### src/rtl/ulpb_host_if_if.sv
// Node-side message bus of the ulpb host companion: TX and RX
// request/acknowledge pairs plus the bus-level acknowledge level.
interface ulpb_host_if_if #(
  parameter int ADDR_WIDTH = 8,
  parameter int DATA_WIDTH = 32
);
  logic [ADDR_WIDTH-1:0] ADDR_IN;
  logic [DATA_WIDTH-1:0] DATA_IN;
  logic                  REQ_TX;
  logic                  ACK_TX;
  logic [ADDR_WIDTH-1:0] ADDR_OUT;
  logic [DATA_WIDTH-1:0] DATA_OUT;
  logic                  REQ_RX;
  logic                  ACK_RX;
  logic                  ACK_RECEIVED;

  modport master (
    output ADDR_IN,
    output DATA_IN,
    output REQ_TX,
    input  ACK_TX,
    input  ADDR_OUT,
    input  DATA_OUT,
    input  REQ_RX,
    output ACK_RX,
    input  ACK_RECEIVED
  );

  modport slave (
    input  ADDR_IN,
    input  DATA_IN,
    input  REQ_TX,
    output ACK_TX,
    output ADDR_OUT,
    output DATA_OUT,
    output REQ_RX,
    input  ACK_RX,
    output ACK_RECEIVED
  );
endinterface

### src/rtl/ulpb_host_if.sv
// Host companion for the ulpb node: TX/RX message queues, four-phase
// handshakes towards the node and a bus acknowledge counter.
module ulpb_host_if #(
  parameter int ADDR_WIDTH = 8,
  parameter int DATA_WIDTH = 32,
  parameter int TX_DEPTH   = 4,
  parameter int RX_DEPTH   = 4
) (
  input  logic                  CLK,
  input  logic                  RESET,
  input  logic                  TX_WR_EN,
  input  logic [ADDR_WIDTH-1:0] TX_WR_ADDR,
  input  logic [DATA_WIDTH-1:0] TX_WR_DATA,
  output logic                  TX_FULL,
  output logic                  TX_BUSY,
  input  logic                  RX_RD_EN,
  output logic [ADDR_WIDTH-1:0] RX_RD_ADDR,
  output logic [DATA_WIDTH-1:0] RX_RD_DATA,
  output logic                  RX_EMPTY,
  output logic [7:0]            ACK_CNT,
  ulpb_host_if_if.master        node
);

  localparam int MW  = ADDR_WIDTH + DATA_WIDTH;
  localparam int TAW = $clog2(TX_DEPTH);
  localparam int TCW = TAW + 1;
  localparam int RAW = $clog2(RX_DEPTH);
  localparam int RCW = RAW + 1;

  localparam logic [TCW-1:0] TX_LAST = TCW'(TX_DEPTH);
  localparam logic [RCW-1:0] RX_LAST = RCW'(RX_DEPTH);

  localparam logic [1:0] T_IDLE = 2'd0;
  localparam logic [1:0] T_REQ  = 2'd1;
  localparam logic [1:0] T_WAIT = 2'd2;

  localparam logic [0:0] R_IDLE = 1'b0;
  localparam logic [0:0] R_ACK  = 1'b1;

  logic [MW-1:0]  tx_mem [TX_DEPTH];
  logic [TAW-1:0] tx_wp;
  logic [TAW-1:0] tx_rp;
  logic [TCW-1:0] tx_cnt;
  logic           tx_push;
  logic           tx_pop;
  logic           tx_empty;
  logic [MW-1:0]  tx_head;
  logic [1:0]     t_state;

  logic [MW-1:0]  rx_mem [RX_DEPTH];
  logic [RAW-1:0] rx_wp;
  logic [RAW-1:0] rx_rp;
  logic [RCW-1:0] rx_cnt;
  logic           rx_push;
  logic           rx_pop;
  logic           rx_full;
  logic [MW-1:0]  rx_head;
  logic [0:0]     r_state;

  logic           ack_q;
  logic           ack_qq;

  assign TX_FULL  = (tx_cnt == TX_LAST);
  assign tx_empty = (tx_cnt == '0);
  assign tx_push  = TX_WR_EN & ~TX_FULL;
  assign tx_pop   = (t_state == T_REQ) & node.ACK_TX;
  assign tx_head  = tx_mem[tx_rp];
  assign TX_BUSY  = (t_state != T_IDLE);

  always_ff @(posedge CLK) begin
    if (tx_push)
      tx_mem[tx_wp] <= {TX_WR_ADDR, TX_WR_DATA};
  end

  always_ff @(posedge CLK) begin
    if (RESET) begin
      tx_wp  <= '0;
      tx_rp  <= '0;
      tx_cnt <= '0;
    end else begin
      if (tx_push)
        tx_wp <= tx_wp + 1'b1;
      if (tx_pop)
        tx_rp <= tx_rp + 1'b1;
      case ({tx_push, tx_pop})
        2'b10:   tx_cnt <= tx_cnt + 1'b1;
        2'b01:   tx_cnt <= tx_cnt - 1'b1;
        default: ;
      endcase
    end
  end

  // The head stays queued until the node latches it, so a push can
  // never overwrite the message currently on ADDR_IN/DATA_IN.
  always_ff @(posedge CLK) begin
    if (RESET) begin
      t_state      <= T_IDLE;
      node.REQ_TX  <= 1'b0;
      node.ADDR_IN <= '0;
      node.DATA_IN <= '0;
    end else begin
      case (t_state)
        T_IDLE: begin
          if (!tx_empty) begin
            node.ADDR_IN <= tx_head[MW-1:DATA_WIDTH];
            node.DATA_IN <= tx_head[DATA_WIDTH-1:0];
            node.REQ_TX  <= 1'b1;
            t_state      <= T_REQ;
          end
        end
        T_REQ: begin
          if (node.ACK_TX) begin
            node.REQ_TX <= 1'b0;
            t_state     <= T_WAIT;
          end
        end
        T_WAIT: begin
          if (!node.ACK_TX)
            t_state <= T_IDLE;
        end
        default: begin
          node.REQ_TX <= 1'b0;
          t_state     <= T_IDLE;
        end
      endcase
    end
  end

  assign rx_full    = (rx_cnt == RX_LAST);
  assign RX_EMPTY   = (rx_cnt == '0);
  assign rx_push    = (r_state == R_IDLE) & node.REQ_RX & ~rx_full;
  assign rx_pop     = RX_RD_EN & ~RX_EMPTY;
  assign rx_head    = rx_mem[rx_rp];
  assign RX_RD_ADDR = rx_head[MW-1:DATA_WIDTH];
  assign RX_RD_DATA = rx_head[DATA_WIDTH-1:0];

  always_ff @(posedge CLK) begin
    if (rx_push)
      rx_mem[rx_wp] <= {node.ADDR_OUT, node.DATA_OUT};
  end

  always_ff @(posedge CLK) begin
    if (RESET) begin
      rx_wp  <= '0;
      rx_rp  <= '0;
      rx_cnt <= '0;
    end else begin
      if (rx_push)
        rx_wp <= rx_wp + 1'b1;
      if (rx_pop)
        rx_rp <= rx_rp + 1'b1;
      case ({rx_push, rx_pop})
        2'b10:   rx_cnt <= rx_cnt + 1'b1;
        2'b01:   rx_cnt <= rx_cnt - 1'b1;
        default: ;
      endcase
    end
  end

  // A full queue simply withholds ACK_RX; the node keeps REQ_RX up.
  always_ff @(posedge CLK) begin
    if (RESET) begin
      r_state     <= R_IDLE;
      node.ACK_RX <= 1'b0;
    end else begin
      case (r_state)
        R_IDLE: begin
          if (rx_push) begin
            node.ACK_RX <= 1'b1;
            r_state     <= R_ACK;
          end
        end
        R_ACK: begin
          if (!node.REQ_RX) begin
            node.ACK_RX <= 1'b0;
            r_state     <= R_IDLE;
          end
        end
        default: begin
          node.ACK_RX <= 1'b0;
          r_state     <= R_IDLE;
        end
      endcase
    end
  end

  always_ff @(posedge CLK) begin
    if (RESET) begin
      ack_q   <= 1'b0;
      ack_qq  <= 1'b0;
      ACK_CNT <= '0;
    end else begin
      ack_q  <= node.ACK_RECEIVED;
      ack_qq <= ack_q;
      if (ack_q && !ack_qq)
        ACK_CNT <= ACK_CNT + 8'd1;
    end
  end

endmodule

### src/flat_wrapper.sv
// flat-port wrapper written by rule: the top's interface ports become plain ports
module ulpb_host_if_flat 
#(
  parameter int ADDR_WIDTH = 8,
  parameter int DATA_WIDTH = 32,
  parameter int TX_DEPTH   = 4,
  parameter int RX_DEPTH   = 4
)
  (CLK, RESET, TX_WR_EN, TX_WR_ADDR, TX_WR_DATA, TX_FULL, TX_BUSY, RX_RD_EN, RX_RD_ADDR, RX_RD_DATA, RX_EMPTY, ACK_CNT, node_ADDR_IN, node_DATA_IN, node_REQ_TX, node_ACK_TX, node_ADDR_OUT, node_DATA_OUT, node_REQ_RX, node_ACK_RX, node_ACK_RECEIVED);
  ulpb_host_if_if #(.ADDR_WIDTH(ADDR_WIDTH), .DATA_WIDTH(DATA_WIDTH)) node_i ();
  input  logic CLK;
  input  logic RESET;
  input  logic TX_WR_EN;
  input  logic [ADDR_WIDTH-1:0] TX_WR_ADDR;
  input  logic [DATA_WIDTH-1:0] TX_WR_DATA;
  output logic TX_FULL;
  output logic TX_BUSY;
  input  logic RX_RD_EN;
  output logic [ADDR_WIDTH-1:0] RX_RD_ADDR;
  output logic [DATA_WIDTH-1:0] RX_RD_DATA;
  output logic RX_EMPTY;
  output logic [7:0] ACK_CNT;
  output wire logic [$bits(node_i.ADDR_IN)-1:0] node_ADDR_IN;
  output wire logic [$bits(node_i.DATA_IN)-1:0] node_DATA_IN;
  output wire logic [$bits(node_i.REQ_TX)-1:0] node_REQ_TX;
  input wire logic [$bits(node_i.ACK_TX)-1:0] node_ACK_TX;
  input wire logic [$bits(node_i.ADDR_OUT)-1:0] node_ADDR_OUT;
  input wire logic [$bits(node_i.DATA_OUT)-1:0] node_DATA_OUT;
  input wire logic [$bits(node_i.REQ_RX)-1:0] node_REQ_RX;
  output wire logic [$bits(node_i.ACK_RX)-1:0] node_ACK_RX;
  input wire logic [$bits(node_i.ACK_RECEIVED)-1:0] node_ACK_RECEIVED;
  assign node_ADDR_IN = node_i.ADDR_IN;
  assign node_DATA_IN = node_i.DATA_IN;
  assign node_REQ_TX = node_i.REQ_TX;
  assign node_i.ACK_TX = node_ACK_TX;
  assign node_i.ADDR_OUT = node_ADDR_OUT;
  assign node_i.DATA_OUT = node_DATA_OUT;
  assign node_i.REQ_RX = node_REQ_RX;
  assign node_ACK_RX = node_i.ACK_RX;
  assign node_i.ACK_RECEIVED = node_ACK_RECEIVED;
  ulpb_host_if #(.ADDR_WIDTH(ADDR_WIDTH), .DATA_WIDTH(DATA_WIDTH), .TX_DEPTH(TX_DEPTH), .RX_DEPTH(RX_DEPTH)) u_core (.CLK(CLK), .RESET(RESET), .TX_WR_EN(TX_WR_EN), .TX_WR_ADDR(TX_WR_ADDR), .TX_WR_DATA(TX_WR_DATA), .TX_FULL(TX_FULL), .TX_BUSY(TX_BUSY), .RX_RD_EN(RX_RD_EN), .RX_RD_ADDR(RX_RD_ADDR), .RX_RD_DATA(RX_RD_DATA), .RX_EMPTY(RX_EMPTY), .ACK_CNT(ACK_CNT), .node(node_i));
endmodule
### config.mk
export PLATFORM = sky130hd
export DESIGN_NAME = ulpb_host_if_flat
export DESIGN_NICKNAME = d
export VERILOG_FILES = /design/src/rtl/ulpb_host_if_if.sv /design/src/rtl/ulpb_host_if.sv /design/src/flat_wrapper.sv
export SDC_FILE = /design/constraint.sdc
export NUM_CORES = 1
export LEC_CHECK = 0
export ABC_AREA = 1
export BUFFER_PORTS_ARGS = -buffer_cell sky130_fd_sc_hd__buf_4
export CAP_MARGIN = 20
export CORE_AREA = 2 2 174 176
export DETAILED_ROUTE_END_ITERATION = 7
export DIE_AREA = 0 0 176 178
export GPL_ROUTABILITY_DRIVEN = 1
export GPL_TIMING_DRIVEN = 1
export PLACE_DENSITY = 0.72
export SETUP_SLACK_MARGIN = 0.05
export SLEW_MARGIN = 20
export SYNTH_ARGS = -nofsm -noshare
export SYNTH_HDL_FRONTEND = slang
export SYNTH_SLANG_ARGS = --single-unit
### constraint.sdc
create_clock -name CLK -period 4.7 [get_ports CLK]
set_input_delay 0.94 -clock CLK [delete_from_list [all_inputs] [get_ports CLK]]
set_output_delay 0.94 -clock CLK [all_outputs]
set_load 0.01 [all_outputs]
Yosys cells after proc, flatten, opt, wreduce, memory -nomap -nowiden
Memories as Yosys holds them, arrays and structs flattened. A register that Yosys moved wholly into a read port is not among the register bits.
Index checks and enable logic that the tools add are counted.

storage, ports and cells
  register bits after elaboration = 29
  input bits = 87
  memory bits (writable) = 320
  memories kept = 2
  output and inout port bits = 93

cells by class
  reduce and logical (&&, ||, !) cells = 12
  multiplexer cells = 20
  bitwise logic cells = 11
  equal/unequal tests = 13
  add/subtract/negate cells = 9

memories
  name           depth  bits a word  read ports  clocked after memory_dff  write ports  line                RTL
  u_core.rx_mem  4      40           1           1                         1            ulpb_host_if.sv:50  logic [MW-1:0] rx_mem [RX_DEPTH];
  u_core.tx_mem  4      40           1           1                         1            ulpb_host_if.sv:40  logic [MW-1:0] tx_mem [TX_DEPTH];

operators by type and width
  kind                                                                 number
  3-bit case mux with 2 select lines                                   2
  2-bit 2-to-1 mux                                                     5
  1-bit 2-to-1 mux                                                     9
  2-bit by 1-bit adder with 2-bit output (second input constant)       4
  8-bit by 1-bit adder with 8-bit output (second input constant)       1
  2-bit != test (second input constant)                                4
  3-bit by 1-bit adder with 3-bit output (second input constant)       2
  2-bit by 1-bit == test with 1-bit output (second input constant)     3
  2-bit == test (second input constant)                                3
  3-bit == test (second input constant)                                2
  3-bit logical NOT                                                    2
  1-bit NOT                                                            6
  2-bit case mux with 3 select lines                                   1
  3-bit AND reduction                                                  2
  2-bit nonzero test                                                   3
  3-bit by 1-bit subtractor with 3-bit output (second input constant)  2
  1-bit AND                                                            5
  1-bit case mux with 2 select lines                                   2
  2-bit AND reduction                                                  2
  1-bit case mux with 3 select lines                                   1
  2-bit logical NOT                                                    1
  2-bit by 1-bit != test with 1-bit output (second input constant)     1
  1-bit logical AND                                                    1
  1-bit logical NOT                                                    1

Longest topological paths before layout
  depth in word-level cells = 5
  gate-level depth with buffers = 12

Worst setup path after synthesis
Ideal clock, no wire load.

  path kind = input-to-reg
  start = input TX_WR_EN
  end = memory u_core.tx_mem[0][0] in the netlist's numbering (enable)
  setup slack = 1.459 ns
  data arrival time = 2.803 ns
  stages on the path = 2
  library setup time = 0.438 ns
  required time = 4.262 ns
  path buffers = 0
  path through = nand2_1 > nor2_1

on the way
  cells in the longest elaborated chain, start to end = 3

ends and longest elaborated chain
  item                                    line                RTL
  from (decl)                             flat_wrapper.sv:13  input logic TX_WR_EN;
  1-bit AND                               ulpb_host_if.sv:65  assign tx_push = TX_WR_EN & ~TX_FULL;
  1-bit 2-to-1 mux                        ulpb_host_if.sv:71  if (tx_push)
  1-bit 2-to-1 mux (implied by the code)  ulpb_host_if.sv:72  tx_mem[tx_wp] <= {TX_WR_ADDR, TX_WR_DATA};
  to (decl)                               ulpb_host_if.sv:40

Every way passes these cells.

==> key figures <==
Synthesis
  – Post-synthesis sequential area ratio: 0.729
  – Post-synthesis xor/xnor area fraction: 0.000579
  – Synth Area in Compound Gates: 0.0802
  – Average size of a mapped cell: 11.6 sq um
  – Post-Synth Adder-Cell Area: 0.0117
  – Synth unique cells: 26
  – Simple-Gate Fraction of Synth Area: 0.131
  – #FFs+latches synth: 391
  – Cells after Synth: between 1000 and 1500
  – Top cell type's share of synthesized area: 0.635
  – Mux cell area share after synthesis: 0
  – Yosys top cell by area: edfxtp_1
  – Area contributors post-synth: edfxtp_1 63%, dfxtp_1 9.4%, nor2_1 8.7%
  – YS warnings: 0
  – Mapped cell area: around 15000 sq um
  – Largest family of logic cells by synthesized area: simple AND/OR/NAND/NOR gates
  – Syn_nets: roughly 1400

Critical path
  – Worst setup SP type: flip-flop
  – Crit path max-delay family: buffers and inverters
  – CP cell instances: inv_2 > buf_4 > o21ai_0 > o22ai_1 > buf_4
  – Crit end category: output pin
  – Buf/Inv on CP: 3
  – Req. time, crit path: roughly 3.8 ns
  – Crit-path max cell delay: between 0.4 and 0.5 ns
  – Arr. time, crit path: ~2.4 ns
  – CP Class: flip-flop to output pin
  – Critical path's slowest cell: buf_4
  – Crit path max fanout: 41
  – Crit path top cell by count: buf_4

GRT
  – Largest net degree at the start of global routing: between 80 and 90
  – Global route overflow: 0
  – Met3 Use GR: 0.0486
  – Antenna violations before repair: 2
  – Global-route usage over all layers: 0.196
  – M1 GR Usage: 0.247
  – Number of global-route vias before repair: 9435
  – First-pass GRT wire length: approximately 48000 microns
  – Most heavily used metal layer in global routing: met2
  – GR Util met2: 0.340

Power and ir drop
  – Combinational power share: 0.219
  – Clock share of power: 0.319
  – Pleak: 6.90 nW
  – Int Power: 6.56 mW
  – Sequential Power Share: 0.463
  – Switching Share: 0.282
  – VDD IR max: about 0.29 mV
  – Pwr/cell area: a little over 500 nW/um^2
  – Sw power: ~2.6 mW

Floorplan
  – Initial core utilization: 0.515
  – Core area: 29400 sq um
  – I/O pins: 180
  – Die W: roughly 180 microns
  – Die ar.: 31300 sq um
  – Die H: 178 microns
  – Num rows: 63

Timing
  – Fin. Hold Viols: 0
  – Slew HR: 0.350
  – Least-Margin Pin Slew: around 0.97 ns
  – Final setup vio count: 0
  – Period utilisation layout: 0.705
  – Peak Freq: between 0.3 and 0.4 GHz
  – Max-slew violations: 0
  – Worst Skew: between 0.015 and 0.02 ns
  – Post-layout min period: 3.31 ns
  – Smallest hold slack: roughly 0.45 ns
  – RSZ-0062 raised after global routing: false
  – Total negative slack: 0 ns

CTS
  – CTS sink cnt: 391
  – Cts bufs inserted: 39
  – Htree depth: 2
  – CTS max path bufs: 3
  – Clock Latency Late Sink: approximately 0.52 ns
  – Post-CTS sizing: 0
  – Clk slew on worst S/H paths: roughly 0.060 ns
  – CTS root buffer: clkbuf_16
  – CTS tree: built
  – Hold-fix buffers at CTS: 0
  – Postcts setup bufs: 0

Layout
  – Share of cells above drive strength 1: 0.178
  – Area grow syn2layout: 18.5%
  – Nets: 1577
  – Final instance area: 17900 sq um

Hold path
  – Worst hold path type: flip-flop to flip-flop

Place
  – Final HPWL DP: 18300 microns
  – Placed inst area: around 17000 sq um
  – GPL Wtd Cong: 0.762
  – Count of input and output buffers: roughly 180

Route
  – DRT Wirelength: 30800 microns
  – DR iter-0 viols: between 600 and 700
  – DRT antenna net count: 0
  – DR WL/cell: 16.3 microns
  – Via Count: a little under 10000
  – Residual DRC: 0
  – Pre-antenna DRT Iters: 5
  – Vias/cell: between 5 and 6

Status
  – Status: finished, final reports clean

Flow run
  – Max Cap Violations: 0
worst reg2reg max path, delay by kind of cell, from the launching register on:
kind | cells | cell delay [ns]
simple gates | 3 | 1.25
buf+inv | 2 | 0.48
flops | 1 | 0.35
power groups by stage:
stage                     sequential, mW  combinational (mW)  clock (mW)
final                               4.23                2.00        2.91
after global routing                4.26                2.24        3.11
after CTS                           4.23                2.03        2.96
after detailed placement            4.30                2.02           0
after global placement              4.29                1.97           0
after floorplan                     4.34                1.18           0
layout by cell type (no fill, tap or decap), types with 5 or more instances in the layout:
cell and count:
clkinv_2 6, clkbuf_1 12, o21ai_0 107, nor2_4 8, inv_2 5, inv_1 82, buf_4 194, clkbuf_16 39
nand3_1 10, o21ai_1 66, nand2_1 147, nor2_1 342, o22ai_1 40, ha_1 11, a21oi_1 18, dfxtp_1 68
edfxtp_1 320
through the flow:
stage	setup WS (ns)	util	std cells	total power, mW
finish	1.39	0.610	1895	9.14
global route	1.20	0.610	1894	9.61
CTS	1.06	0.610	1894	9.22
detailed placement	1.61	0.570	1826	6.32
global placement	1.69	0.570	1826	6.27
floorplan	1.46	-	1308	5.52
synth_stat cells (all sizes together):
cell type / instances
clkbuf: 23
inv: 88
nand3: 11
o21ai: 173
fa: 2
nand2: 148
nor3: 3
o211ai: 1
edfxtp: 320
nor3b: 1
nand4: 3
ha: 11
buf: 43
o22ai: 40
xor2: 1
nor2: 351
a21oi: 18
dfxtp: 71
worst paths after layout:
path	start	end	slack, ns	cells past startpoint
worst min register to register	u_core.node.ACK_RX	u_core.node.ACK_RX	0.45	2
worst min-delay path	u_core.node.ACK_RX	u_core.node.ACK_RX	0.45	2
worst max register to register	u_core.rx_cnt[0]	u_core.rx_mem[1][18]	2.33	5
worst max-delay path	flip-flop	RX_RD_DATA[13]	1.39	5
sequential cells by signal, indices dropped and copies added (netlist names), 3 cells and up, named ones only:
signal,flops
u_core.rx_mem,160
u_core.tx_mem,160
u_core.node.DATA_IN,32
u_core.ACK_CNT,8
u_core.node.ADDR_IN,8
u_core.rx_cnt,3
u_core.tx_cnt,3
metal layers:
layer | wire length, microns | share of wire
met3 | 2180 | 0.071
met5 | 9 | 0.00029
met4 | 499 | 0.016
met1 | 13000 | 0.42
met2 | 15100 | 0.49
kinds of logic after synthesis:
family | count (synthesis)
adder cells (fa/ha/maj) | 13
AO/OA/AOI/OAI | 232
AND/OR/NAND/NOR | 517
buffers and inverters | 154
XOR/XNOR | 1
flip-flops | 391
area by class of cell:
type,count,area [sq um]
fillers,2250,11500
multi-input cells,763,3440
flip-flops and latches,391,11000
repair buffers,194,1460
diodes,1,2.50
clock inverters,14,128
clock buffers,54,1060
well taps,390,488
inverters,88,332
Power figures use the tool's default switching activity.
